## src/rtl/mm_job_sched.sv

```systemverilog
// Matmul job scheduler: queues {mode,id} commands, launches them one at a
// time on the engine, counts tiles and returns one completion record per job.
module mm_job_sched #(
    parameter int QD    = 4,
    parameter int CNT_W = 16,
    parameter int AW    = $clog2(QD),
    parameter int LW    = AW + 1
) (
    input  logic             i_clk,
    input  logic             i_rst_n,
    input  logic             i_cmd_valid,
    output logic             o_cmd_ready,
    input  logic [1:0]       i_cmd_mode,
    input  logic [3:0]       i_cmd_id,
    input  logic             i_flush,
    output logic             o_mm_start,
    output logic [1:0]       o_mm_mode,
    input  logic             i_tile_done,
    input  logic             i_mtrx_done,
    output logic             o_done_valid,
    input  logic             i_done_ready,
    output logic [3:0]       o_done_id,
    output logic [CNT_W-1:0] o_done_tiles,
    output logic             o_done_err,
    output logic [LW-1:0]    o_q_level,
    output logic             o_busy
);

    typedef enum logic [1:0] {
        IDLE,
        LAUNCH,
        RUN,
        REPORT
    } state_t;

    state_t             state_q;
    logic [5:0]         mem_q [QD];
    logic [AW-1:0]      wr_ptr_q;
    logic [AW-1:0]      rd_ptr_q;
    logic [LW-1:0]      level_q;
    logic [LW-1:0]      level_d;
    logic [3:0]         id_q;
    logic [CNT_W-1:0]   tiles_q;
    logic               err_q;
    logic               start_q;
    logic [1:0]         mode_q;
    logic               full;
    logic               push;
    logic               pop;
    logic [5:0]         head;

    assign full        = (level_q == LW'(QD));
    assign o_cmd_ready = !full && !i_flush;
    assign push        = i_cmd_valid && o_cmd_ready;
    assign pop         = (state_q == LAUNCH);
    assign head        = mem_q[rd_ptr_q];

    always_comb begin
        level_d = level_q;
        if (i_flush) begin
            level_d = '0;
        end else begin
            level_d = level_q + {{AW{1'b0}}, push} - {{AW{1'b0}}, pop};
        end
    end

    always_ff @(posedge i_clk) begin
        if (push) begin
            mem_q[wr_ptr_q] <= {i_cmd_mode, i_cmd_id};
        end
    end

    always_ff @(posedge i_clk or negedge i_rst_n) begin
        if (!i_rst_n) begin
            state_q  <= IDLE;
            wr_ptr_q <= '0;
            rd_ptr_q <= '0;
            level_q  <= '0;
            id_q     <= '0;
            tiles_q  <= '0;
            err_q    <= 1'b0;
            start_q  <= 1'b0;
            mode_q   <= '0;
        end else begin
            level_q <= level_d;
            start_q <= 1'b0;
            if (push) begin
                wr_ptr_q <= wr_ptr_q + 1'b1;
            end
            // Flush empties the queue by catching the read pointer up.
            if (i_flush) begin
                rd_ptr_q <= wr_ptr_q;
            end else if (pop) begin
                rd_ptr_q <= rd_ptr_q + 1'b1;
            end
            unique case (state_q)
                IDLE: begin
                    if (level_q != '0 && !i_flush) begin
                        state_q <= LAUNCH;
                    end
                end
                LAUNCH: begin
                    id_q    <= head[3:0];
                    tiles_q <= '0;
                    if (head[5:4] == 2'd3) begin
                        err_q   <= 1'b1;
                        state_q <= REPORT;
                    end else begin
                        err_q   <= 1'b0;
                        start_q <= 1'b1;
                        mode_q  <= head[5:4];
                        state_q <= RUN;
                    end
                end
                RUN: begin
                    if (i_tile_done && tiles_q != '1) begin
                        tiles_q <= tiles_q + 1'b1;
                    end
                    if (i_mtrx_done) begin
                        state_q <= REPORT;
                    end
                end
                REPORT: begin
                    if (i_done_ready) begin
                        state_q <= IDLE;
                    end
                end
                default: state_q <= IDLE;
            endcase
        end
    end

    assign o_mm_start   = start_q;
    assign o_mm_mode    = mode_q;
    assign o_done_valid = (state_q == REPORT);
    assign o_done_id    = id_q;
    assign o_done_tiles = tiles_q;
    assign o_done_err   = err_q;
    assign o_q_level    = level_q;
    assign o_busy       = (state_q != IDLE) || (level_q != '0);

endmodule
```

## config.mk

```make
export PLATFORM = sky130hd
export DESIGN_NAME = mm_job_sched
export DESIGN_NICKNAME = d
export VERILOG_FILES = /design/src/rtl/mm_job_sched.sv
export SDC_FILE = /design/constraint.sdc
export NUM_CORES = 1
export LEC_CHECK = 0
export CORE_MARGIN = 2
export CORE_UTILIZATION = 48
export CTS_CLUSTER_DIAMETER = 150
export CTS_CLUSTER_SIZE = 24
export DETAILED_ROUTE_END_ITERATION = 8
export GPL_TIMING_DRIVEN = 0
export PLACE_DENSITY = 0.75
export SETUP_SLACK_MARGIN = 0.2
export SYNTH_ARGS = -nofsm -noshare
export SYNTH_HDL_FRONTEND = slang
export SYNTH_SLANG_ARGS = --single-unit
export TNS_END_PERCENT = 50
```

## constraint.sdc

```tcl
create_clock -name i_clk -period 2.4 [get_ports i_clk]
set_clock_uncertainty 0.1 [all_clocks]
set_input_delay 0.24 -clock i_clk [delete_from_list [all_inputs] [get_ports i_clk]]
set_output_delay 0.24 -clock i_clk [all_outputs]
set_load 0.02 [all_outputs]
```

; ---- Yosys cells after proc, flatten, opt, wreduce, memory -nomap -nowiden
; Memory sizes are Yosys's and may differ from the RTL's.
; Cells that the tools add are included.
[totals]
ff_bits = 33
mem_bits_ro = 0
n_memories = 1
inputBits = 13
ram_bits = 24
latch_bits = 0
[classes]
n_bitwise = 1
n_mul = 0
addsub = 5
shift = 0
mux = 15
n_reduce_logical = 15
magnitude_cmp = 0
div_mod_pow = 0
eq_ne = 10
[memory_table]
columns = name, depth, width, read_ports, rd_clocked_by_memory_dff, write_ports, line_no
row1 = mem_q, 4, 6, 1, 0, 1, 37  ; logic [5:0] mem_q [QD];
[op_table]
columns = op, n
row1 = one-hot mux 16 bit (2 select lines), 1
row2 = adder 16 x 1 -> 16 bit (second input constant), 1
row3 = two-way mux 16 bit, 1
row4 = != test 16 bit (second input constant), 1
row5 = two-way mux 2 bit, 5
row6 = one-hot mux 2 bit (4 select lines), 1
row7 = == test 2 bit (second input constant), 3
row8 = two-way mux 1 bit, 6
row9 = != test 2 bit (second input constant), 3
row10 = nonzero test 2 bit, 3
row11 = adder 2 x 1 -> 2 bit (second input constant), 2
row12 = logical AND 1 bit, 4
row13 = AND reduction 2 bit, 2
row14 = adder 3 x 1 -> 3 bit, 1
row15 = == test 3 bit (second input constant), 1
row16 = two-way mux 3 bit, 1
row17 = AND reduction 3 bit, 1
row18 = nonzero test 3 bit, 1
row19 = subtractor 3 x 1 -> 3 bit, 1
row20 = == test 2 x 1 -> 1 bit (second input constant), 1
row21 = zero test 1 bit, 2
row22 = zero test 2 bit, 1
row23 = != test 2 x 1 -> 1 bit (second input constant), 1
row24 = logical OR 1 bit, 1
row25 = inverter 1 bit, 1

; ---- Logic depth before layout (Yosys ltp)
; Gate-level depths: netlist of run 1.
[logic_depth]
depth_word = 7
ltp_mapped = 12

; ---- Least setup slack after synthesis of run 1
; OpenSTA, ideal clock, no wires.
[synth_path]
path_kind = reg2reg
start = reg level_q[1], in the netlist o_q_level[1]
end = reg level_q[2], in the netlist o_q_level[2]
path_buffers = 0
setup_time_ns = 0.121
slack_ns = -0.397
synth_period_minus_slack_ns = 2.797
arrival_time_ns = 2.577
stages_incl_launch_ff = 13
path_cell_list = dfrtp_1 -> nor2_1 -> a21oi_1 -> and2_1 -> inv_1 -> ha_1 -> inv_1 -> ha_1 -> inv_1 -> fa_1 -> xor2_1 -> xnor2_1 -> nor2_1
[synth_between]
elab_chain_len = 7
[synth_lines]
columns = item, line_no
row1 = start: declaration, 40  ; logic [LW-1:0] level_q;
row2 = start signal: assignment, 85  ; level_q <= level_d;
row3 = == test 3 bit, 52  ; assign full = (level_q == LW'(QD));
row4 = zero test 1 bit, 53  ; assign o_cmd_ready = !full && !i_flush;
row5 = logical AND 1 bit, 53
row6 = net o_cmd_ready, 12  ; output logic o_cmd_ready,
row7 = logical AND 1 bit, 54  ; assign push = i_cmd_valid && o_cmd_ready;
row8 = adder 3 x 1 -> 3 bit, 63  ; level_d = level_q + {{AW{1'b0}}, push} - {{AW{1'b0}}, pop};
row9 = subtractor 3 x 1 -> 3 bit, 63
row10 = two-way mux 3 bit, 60  ; if (i_flush) begin
row11 = net level_d[2], 41  ; logic [LW-1:0] level_d;
; The timed path passes the listed nets, and every way through them passes these cells.
; A chain may end at the register's enable or synchronous reset.

; ---- Final worst setup path of run 1
[layout_path]
start = reg state_q[1]
end = reg level_q[2], in the netlist o_q_level[2]
[layout_between]
elab_chain_len = 3
[layout_lines]
columns = item, line_no
row1 = start: declaration, 36  ; state_t state_q;
row2 = start signal: assignment, 75  ; state_q <= IDLE;
row3 = start signal: assignment, 99  ; state_q <= LAUNCH;
row4 = start signal: assignment, 107  ; state_q <= REPORT;
row5 = == test 2 x 1 -> 1 bit, 55  ; assign pop = (state_q == LAUNCH);
row6 = subtractor 3 x 1 -> 3 bit, 63
row7 = two-way mux 3 bit, 60
row8 = net level_d[2], 41
; The timed path passes the listed nets, and every way through them passes these cells.

==> flow_metrics.py, run 1 <==
metrics = {
    "global_route": {
        "grt_pass1_vias": 1788,
        "grt_usage_pct": 18.2,
        "grt_remaining_overflow": 0,
        "grt_max_degree": 34,
        "grt_pass1_wl_um": 8450,
        "antenna_found_initial": 0,
    },
    "placed_design": {
        "hpwl_um": 3540,
        "portBuffers": 41,
        "gp_congestion": 0.815,
    },
    "layout": {
        "layout_commonest_cell": "clkdlybuf4s50_1",
        "final_nets": 292,
        "regArea_um2": 1550,
        "diodes": 0,
        "multi_input_area_um2": 1150,
        "most-common-layout-cells": "39 x clkdlybuf4s50_1, 30 x dfrtp_1, 27 x nand2_1",
        "n_fill_cell": 465,
        "drive_gt1_share_pct": 20.3,
        "syn_to_final_growth_pct": 28.8,
    },
    "route": {
        "drt_first_pass_iters": 4,
        "routed_via_density": 5.32,
        "num_vias": 1825,
        "wirelength_um": 5110,
        "drc_errors": 0,
        "wl_per_cell_um": 14.9,
        "drt_iter0_markers": 80,
        "ant_nets": 0,
    },
    "critical_path": {
        "cp_num_buf_inv": 3,
        "crit_arrival_ns": 2.29,
        "cp_slowest_stage_delay_ns": 0.41,
        "crit_chain": "inv_1 > ha_2 > ha_4 > inv_2 > ha_4 > inv_2 > fa_2 > xor2_1 > xnor2_1 > nor2_1",
        "cp_num_cells": 10,
        "crit_path_max_fanout": 4,
        "worst_setup_path_end_kind": "register",
        "critical_path.slowest_cell": "dfrtp_1",
        "critical_path_class": "register to register",
        "worstPathRequired_ns": 2.52,
        "critPathTopFamily": "adder cells",
        "ff2ff_path_depth": 10,
        "start_kind": "register",
    },
    "synthesis": {
        "syn_area_um2": 2720,
        "synth_cell_type_count": 43,
        "synth_edf_count": 24,
        "synth_seq_cells": 57,
        "syn_area_per_cell_um2": 13.0,
        "ys_seq_area_share_pct": 56.9,
        "yosysWarnings": 0,
        "synth_nets": 235,
        "synthCells": 209,
        "async_reset_ff_share_pct": 57.9,
        "ys.flop_type": "dfrtp_1",
    },
    "cts": {
        "cts_buffers": 9,
        "cts_sinks": 57,
        "tritoncts": "done",
        "cts.path.max_buffers": 2,
        "insertion_delay_ns": 0.34,
        "cts_root_buf": "clkbuf_8",
        "clkTransAtPathRegs_ns": 0.07,
        "htreeDepth": 3,
    },
    "power_and_ir_drop": {
        "comb_power_share_pct": 39.5,
        "clkPwrFrac_pct": 22.6,
        "switchingPower_mw": 1.28,
        "leakagePower_nw": 1.40,
        "ir_worst_vdd_mv": 0.624,
        "power_per_cell_area_nw_per_um2": 1020,
        "totalPowerFinal_mw": 3.57,
        "p_sw_share_pct": 35.8,
        "p_seq_share_pct": 37.9,
        "p_int_mw": 2.29,
    },
    "timing": {
        "period_needed_ns": 2.17,
        "report.final.hold_viol_count": 0,
        "fin_crit_sh_pct": 90.2,
        "setup_tns_ns": 0,
        "worst_pin_slew_ns": 0.747,
        "setup_viol": 0,
        "relSlewSlack_pct": 50.2,
        "drv_slew": 0,
        "rsz0062_at_grt": "true",
        "fmax_ghz": 0.462,
    },
    "hold_path": {
        "worstHoldPathType": "input pin to register",
        "min_path_cells": 2,
    },
    "floorplanning": {
        "core_area_um2": 5470,
        "die_x_um": 79.3,
        "start_util_pct": 49.7,
        "die_h_um": 79.3,
        "dieArea_um2": 6280,
        "pin_count": 43,
        "placement_rows": 27,
    },
    "job": {
        "drv_cap": 0,
    },
    "run_status": {
        "status": "finished, final reports clean",
    },
}
## through the flow
stage                     setup WS (ns)  hold WS (ns)  cells  util [%]  cell area, um^2
after floorplan                  0.0730        -0.156    209         -             2770
after global placement           0.0920         0.393    322      59.8             3270
after detailed placement         0.0511         0.254    322      59.7             3270
after CTS                         0.131        0.0924    340      63.5             3480
after global routing              0.107         0.102    343      64.0             3500
final                             0.234        0.0967    343      64.0             3500
## layout make-up
class | instances | area share (%)
clock buffers | 9 | 3.54
flip-flops and latches | 57 | 44.3
inverters | 12 | 1.29
plain buffers | 7 | 1.21
clock inverters | 7 | 1.57
well taps | 72 | 2.57
repair buffers | 46 | 12.7
multi-input cells | 133 | 32.9
## layer usage
| layer | track usage [%] | part of all wire [%] | up-vias |
|---|---|---|---|
| met5 | 0 | 0 | - |
| met4 | 9.31 | 1.9 | 0 |
| li1 | - | - | 886 |
| met3 | 4.55 | 3.9 | 11 |
| met1 | 21.8 | 43 | 886 |
| met2 | 30.5 | 51 | 42 |
## registers in the layout, indices dropped and copies added, names as in the netlist
signal and flops:
rd_ptr_q 2, o_mm_start 1, mem_q 24, o_done_tiles 16
o_done_id 4, o_done_err 1, o_mm_mode 2, wr_ptr_q 2
o_q_level 3, state_q 2
## Yosys cell counts, types with 4 or more instances
cell	number	area [um^2]
o21ai_0	5	25.0
and3_1	6	37.5
mux4_2	6	135
inv_1	12	45.0
edfxtp_1	24	721
dfrtp_1	33	826
nand4_1	7	43.8
nor2_1	4	15.0
mux2i_1	11	110
mux2_2	5	56.3
nand2_1	27	101
ha_1	12	150
nand3_1	6	30.0
## timing repair
item	4_1_cts	5_1_grt
hold buffers	1	0
pin swaps	0	1
resized for setup	3	1
setup endpoints to repair	2	4
hold endpoints to repair	33	0
buffers inserted	1	3
## power groups by stage
stage | registers, mW | logic [mW] | clock network [mW]
after global routing | 1.38 | 1.57 | 0.869
after global placement | 1.38 | 1.32 | 0
after floorplan | 1.47 | 0.821 | 0
final | 1.36 | 1.41 | 0.807
after CTS | 1.36 | 1.40 | 0.818
after detailed placement | 1.38 | 1.37 | 0
## worst reg2reg max path, delay by kind of cell (launching register included)
kind,cells,cell delay [ns]
and+or+nand+nor,1,0.06
xor gates and xnor gates,2,0.31
adders and majority gates,4,0.96
buffers and inverters,3,0.22
DFF,1,0.41
## final timing paths
kind	slack, ns	startpoint	endpoint
setup reg to reg	0.23	state_q[1]	o_q_level[2]
max in group asynchronous	1.27	i_rst_n	o_q_level[1]
setup / recovery	0.23	state_q[1]	o_q_level[2]
hold reg to reg	0.42	o_done_id[1]	o_done_id[1]
min in group asynchronous	0.40	i_rst_n	o_done_tiles[14]
hold / removal	0.1	i_flush	o_q_level[2]
## kinds of logic (layout without fill, tap and decap cells)
| group | after synthesis | after routing | synth area share [%] |
|---|---|---|---|
| AO/OA/AOI/OAI | 18 | 18 | 4.74 |
| XOR/XNOR | 5 | 5 | 1.61 |
| adder cells (fa/ha/maj) | 13 | 13 | 6.26 |
| buffers and inverters | 19 | 81 | 3.22 |
| flip-flops | 57 | 57 | 56.9 |
| multiplexers | 22 | 22 | 11.1 |
| AND/OR/NAND/NOR | 75 | 75 | 16.2 |
Power figures use the tool's default switching activity.
==> inputs of run 2 (changes only) <==
--- a/config.mk
+++ b/config.mk
@@ -5,13 +5,15 @@
 export SDC_FILE = /design/constraint.sdc
 export NUM_CORES = 1
 export LEC_CHECK = 0
-export CORE_MARGIN = 2
-export CORE_UTILIZATION = 48
+export ABC_AREA = 1
+export CORE_MARGIN = 5
+export CORE_UTILIZATION = 49
 export CTS_CLUSTER_DIAMETER = 150
 export CTS_CLUSTER_SIZE = 24
 export DETAILED_ROUTE_END_ITERATION = 8
 export GPL_TIMING_DRIVEN = 0
-export PLACE_DENSITY = 0.75
+export MAX_ROUTING_LAYER = met4
+export PLACE_DENSITY = 0.76
 export SETUP_SLACK_MARGIN = 0.2
 export SYNTH_ARGS = -nofsm -noshare
 export SYNTH_HDL_FRONTEND = slang
==> flow_metrics.py, run 2 <==
metrics = {
    "floorplanning": {
        "placement_rows": 28,
        "dieArea_um2": 7500,
        "die_x_um": 86.6,
        "pin_count": 43,
        "die_h_um": 86.6,
        "core_area_um2": 5820,
        "start_util_pct": 49.4,
    },
    "critical_path": {
        "crit_path_max_fanout": 8,
        "crit_arrival_ns": 2.29,
        "start_kind": "register",
        "worst_setup_path_end_kind": "register",
        "critical_path_class": "register to register",
        "worstPathRequired_ns": 2.55,
    },
    "timing": {
        "fin_crit_sh_pct": 89.5,
        "rsz0062_at_grt": "true",
        "worst_pin_slew_ns": 0.735,
        "setup_tns_ns": 0,
        "report.final.hold_viol_count": 0,
        "setup_viol": 0,
        "drv_slew": 0,
        "fmax_ghz": 0.466,
        "period_needed_ns": 2.15,
        "relSlewSlack_pct": 51.0,
    },
    "global_route": {
        "antenna_found_initial": 0,
        "grt_remaining_overflow": 0,
        "grt_pass1_vias": 2140,
        "grt_pass1_wl_um": 9840,
        "grt_usage_pct": 17.7,
        "grt_max_degree": 34,
    },
    "synthesis": {
        "synthSimpleGateAreaFrac_pct": 25.8,
        "ys.flop_type": "dfrtp_1",
        "synth-compound-area-share_pct": 7.22,
        "synth_common_cells": "65 x nand2_1, 49 x nor2_1, 34 x inv_1",
        "synth_adder_area_share_pct": 5.92,
        "synth_top_area_share_pct": 28.7,
        "yosysWarnings": 0,
        "muxShareOfSynthArea_pct": 0,
        "synth_seq_cells": 57,
        "synth_area_leader_cell": "dfrtp_1",
        "synth.area.top_cells": "dfrtp_1 29%, edfxtp_1 25%, nand2_1 8.5%",
        "synthCells": 318,
        "syn_area_um2": 2880,
        "async_reset_ff_share_pct": 57.9,
        "synth_nets": 344,
        "ys_seq_area_share_pct": 53.8,
        "synth_cell_type_count": 34,
        "syn_area_per_cell_um2": 9.04,
        "synth_top_family_by_area": "simple AND/OR/NAND/NOR gates",
        "synth.most_common_cell": "nand2_1",
        "synth_edf_count": 24,
        "synth-xor-area-share_pct": 1.52,
    },
    "job": {
        "drv_cap": 0,
    },
    "power_and_ir_drop": {
        "totalPowerFinal_mw": 3.85,
        "p_int_mw": 2.41,
        "ir_worst_vdd_mv": 0.786,
        "switchingPower_mw": 1.45,
        "clkPwrFrac_pct": 26.3,
        "p_seq_share_pct": 36.2,
        "p_sw_share_pct": 37.5,
        "leakagePower_nw": 1.54,
        "comb_power_share_pct": 37.5,
        "power_per_cell_area_nw_per_um2": 1050,
    },
    "placed_design": {
        "portBuffers": 41,
        "dp.cells": 434,
        "hpwl_um": 4380,
        "gp_congestion": 0.947,
        "dpl-instance-area_um2": 3410,
    },
    "run_status": {
        "status": "finished, final reports clean",
    },
    "route": {
        "drt_iter0_markers": 91,
        "drt_first_pass_iters": 4,
        "wirelength_um": 5970,
        "ant_nets": 0,
        "routed_via_density": 5.14,
        "num_vias": 2317,
        "wl_per_cell_um": 13.2,
        "drc_errors": 0,
    },
    "cts": {
        "cts_buffers": 9,
        "insertion_delay_ns": 0.33,
        "cts_sinks": 57,
        "htreeDepth": 3,
        "clkTransAtPathRegs_ns": 0.07,
        "cts.path.max_buffers": 2,
        "tritoncts": "done",
        "cts_root_buf": "clkbuf_8",
    },
    "layout": {
        "diodes": 0,
        "most-common-layout-cells": "64 x nand2_1, 48 x nor2_1, 40 x clkdlybuf4s50_1",
        "layout_commonest_cell": "nand2_1",
        "instances_no_fill": 451,
        "final_util_pct": 63.0,
        "drive_gt1_share_pct": 9.31,
        "syn_to_final_growth_pct": 27.4,
        "largest_register_ffs": 24,
        "final_nets": 397,
        "fin_area_um2": 3660,
        "top_register": "mem_q",
    },
    "hold_path": {
        "worstHoldPathType": "input pin to register",
    },
}
run 2: power groups by stage:
| stage | combinational [mW] | sequential [mW] | clock, mW |
|---|---|---|---|
| 4_1_cts | 1.45 | 1.39 | 1.03 |
| 5_1_grt | 1.62 | 1.42 | 1.08 |
| 3_5_place_dp | 1.44 | 1.41 | 0 |
| 6_report | 1.44 | 1.39 | 1.01 |
| 3_3_place_gp | 1.39 | 1.40 | 0 |
| 2_1_floorplan | 0.818 | 1.49 | 0 |
run 2: final timing paths:
path,from,endpoint,slack [ns],cells after the start
worst min register to register,o_done_err,o_done_err,0.42,2
worst max register to register,o_q_level[1],o_q_level[2],0.25,10
max in group asynchronous,i_rst_n,o_q_level[0],1.28,2
worst min-delay path,i_flush,o_q_level[1],0.21,2
worst max-delay path,o_q_level[1],o_q_level[2],0.25,10
min in group asynchronous,i_rst_n,o_done_tiles[3],0.40,2
run 2: cells by family (layout without fill, tap and decap cells):
group / count (synthesis) / count (layout)
fa+ha+maj: 13 / 13
xor+xnor: 5 / 5
buf+inv: 41 / 99
compound gates: 37 / 37
flops: 57 / 57
simple gates: 165 / 165
run 2: worst max-delay path: stages, from the launching register on:
cell,delay [ns]
dfrtp_2,0.45
nor2_2,0.15
a21oi_4,0.09
nand2_4,0.14
ha_4,0.20
inv_1,0.05
ha_1,0.15
inv_1,0.05
fa_1,0.37
and3_1,0.17
nor3_1,0.13
run 2: per-stage QoR:
step	hold WS (ns)	worst slack, ns
after floorplan	-0.156	0.251
after global placement	0.395	0.162
after detailed placement	0.256	0.151
after CTS	0.188	0.219
after global routing	0.225	0.134
final	0.205	0.252
run 2: metal layers:
metal / wire, um / track usage (%) / vias up
met5: 0 / - / -
met4: 70 / 8.07 / 0
met3: 352 / 3.90 / 10
met2: 3180 / 30.1 / 66
met1: 2370 / 20.0 / 1080
li1: - / - / 1161
run 2: area by class of cell:
cell class	instances	area, um^2
Buffer	6	35.0
Clock buffer	10	138
Clock inverter	6	90.1
Fill cell	496	2150
Inverter	35	131
Multi-Input combinational cell	220	1210
Sequential cell	57	1550
Tap cell	75	93.8
Timing Repair Buffer	42	415
run 2: repair_timing:
item,CTS,global route
gates resized for setup,2,2
setup endpoints to repair,1,2
setup buffers,0,0
hold endpoints to repair,33,0
gates cloned,0,0
hold buffers,1,0
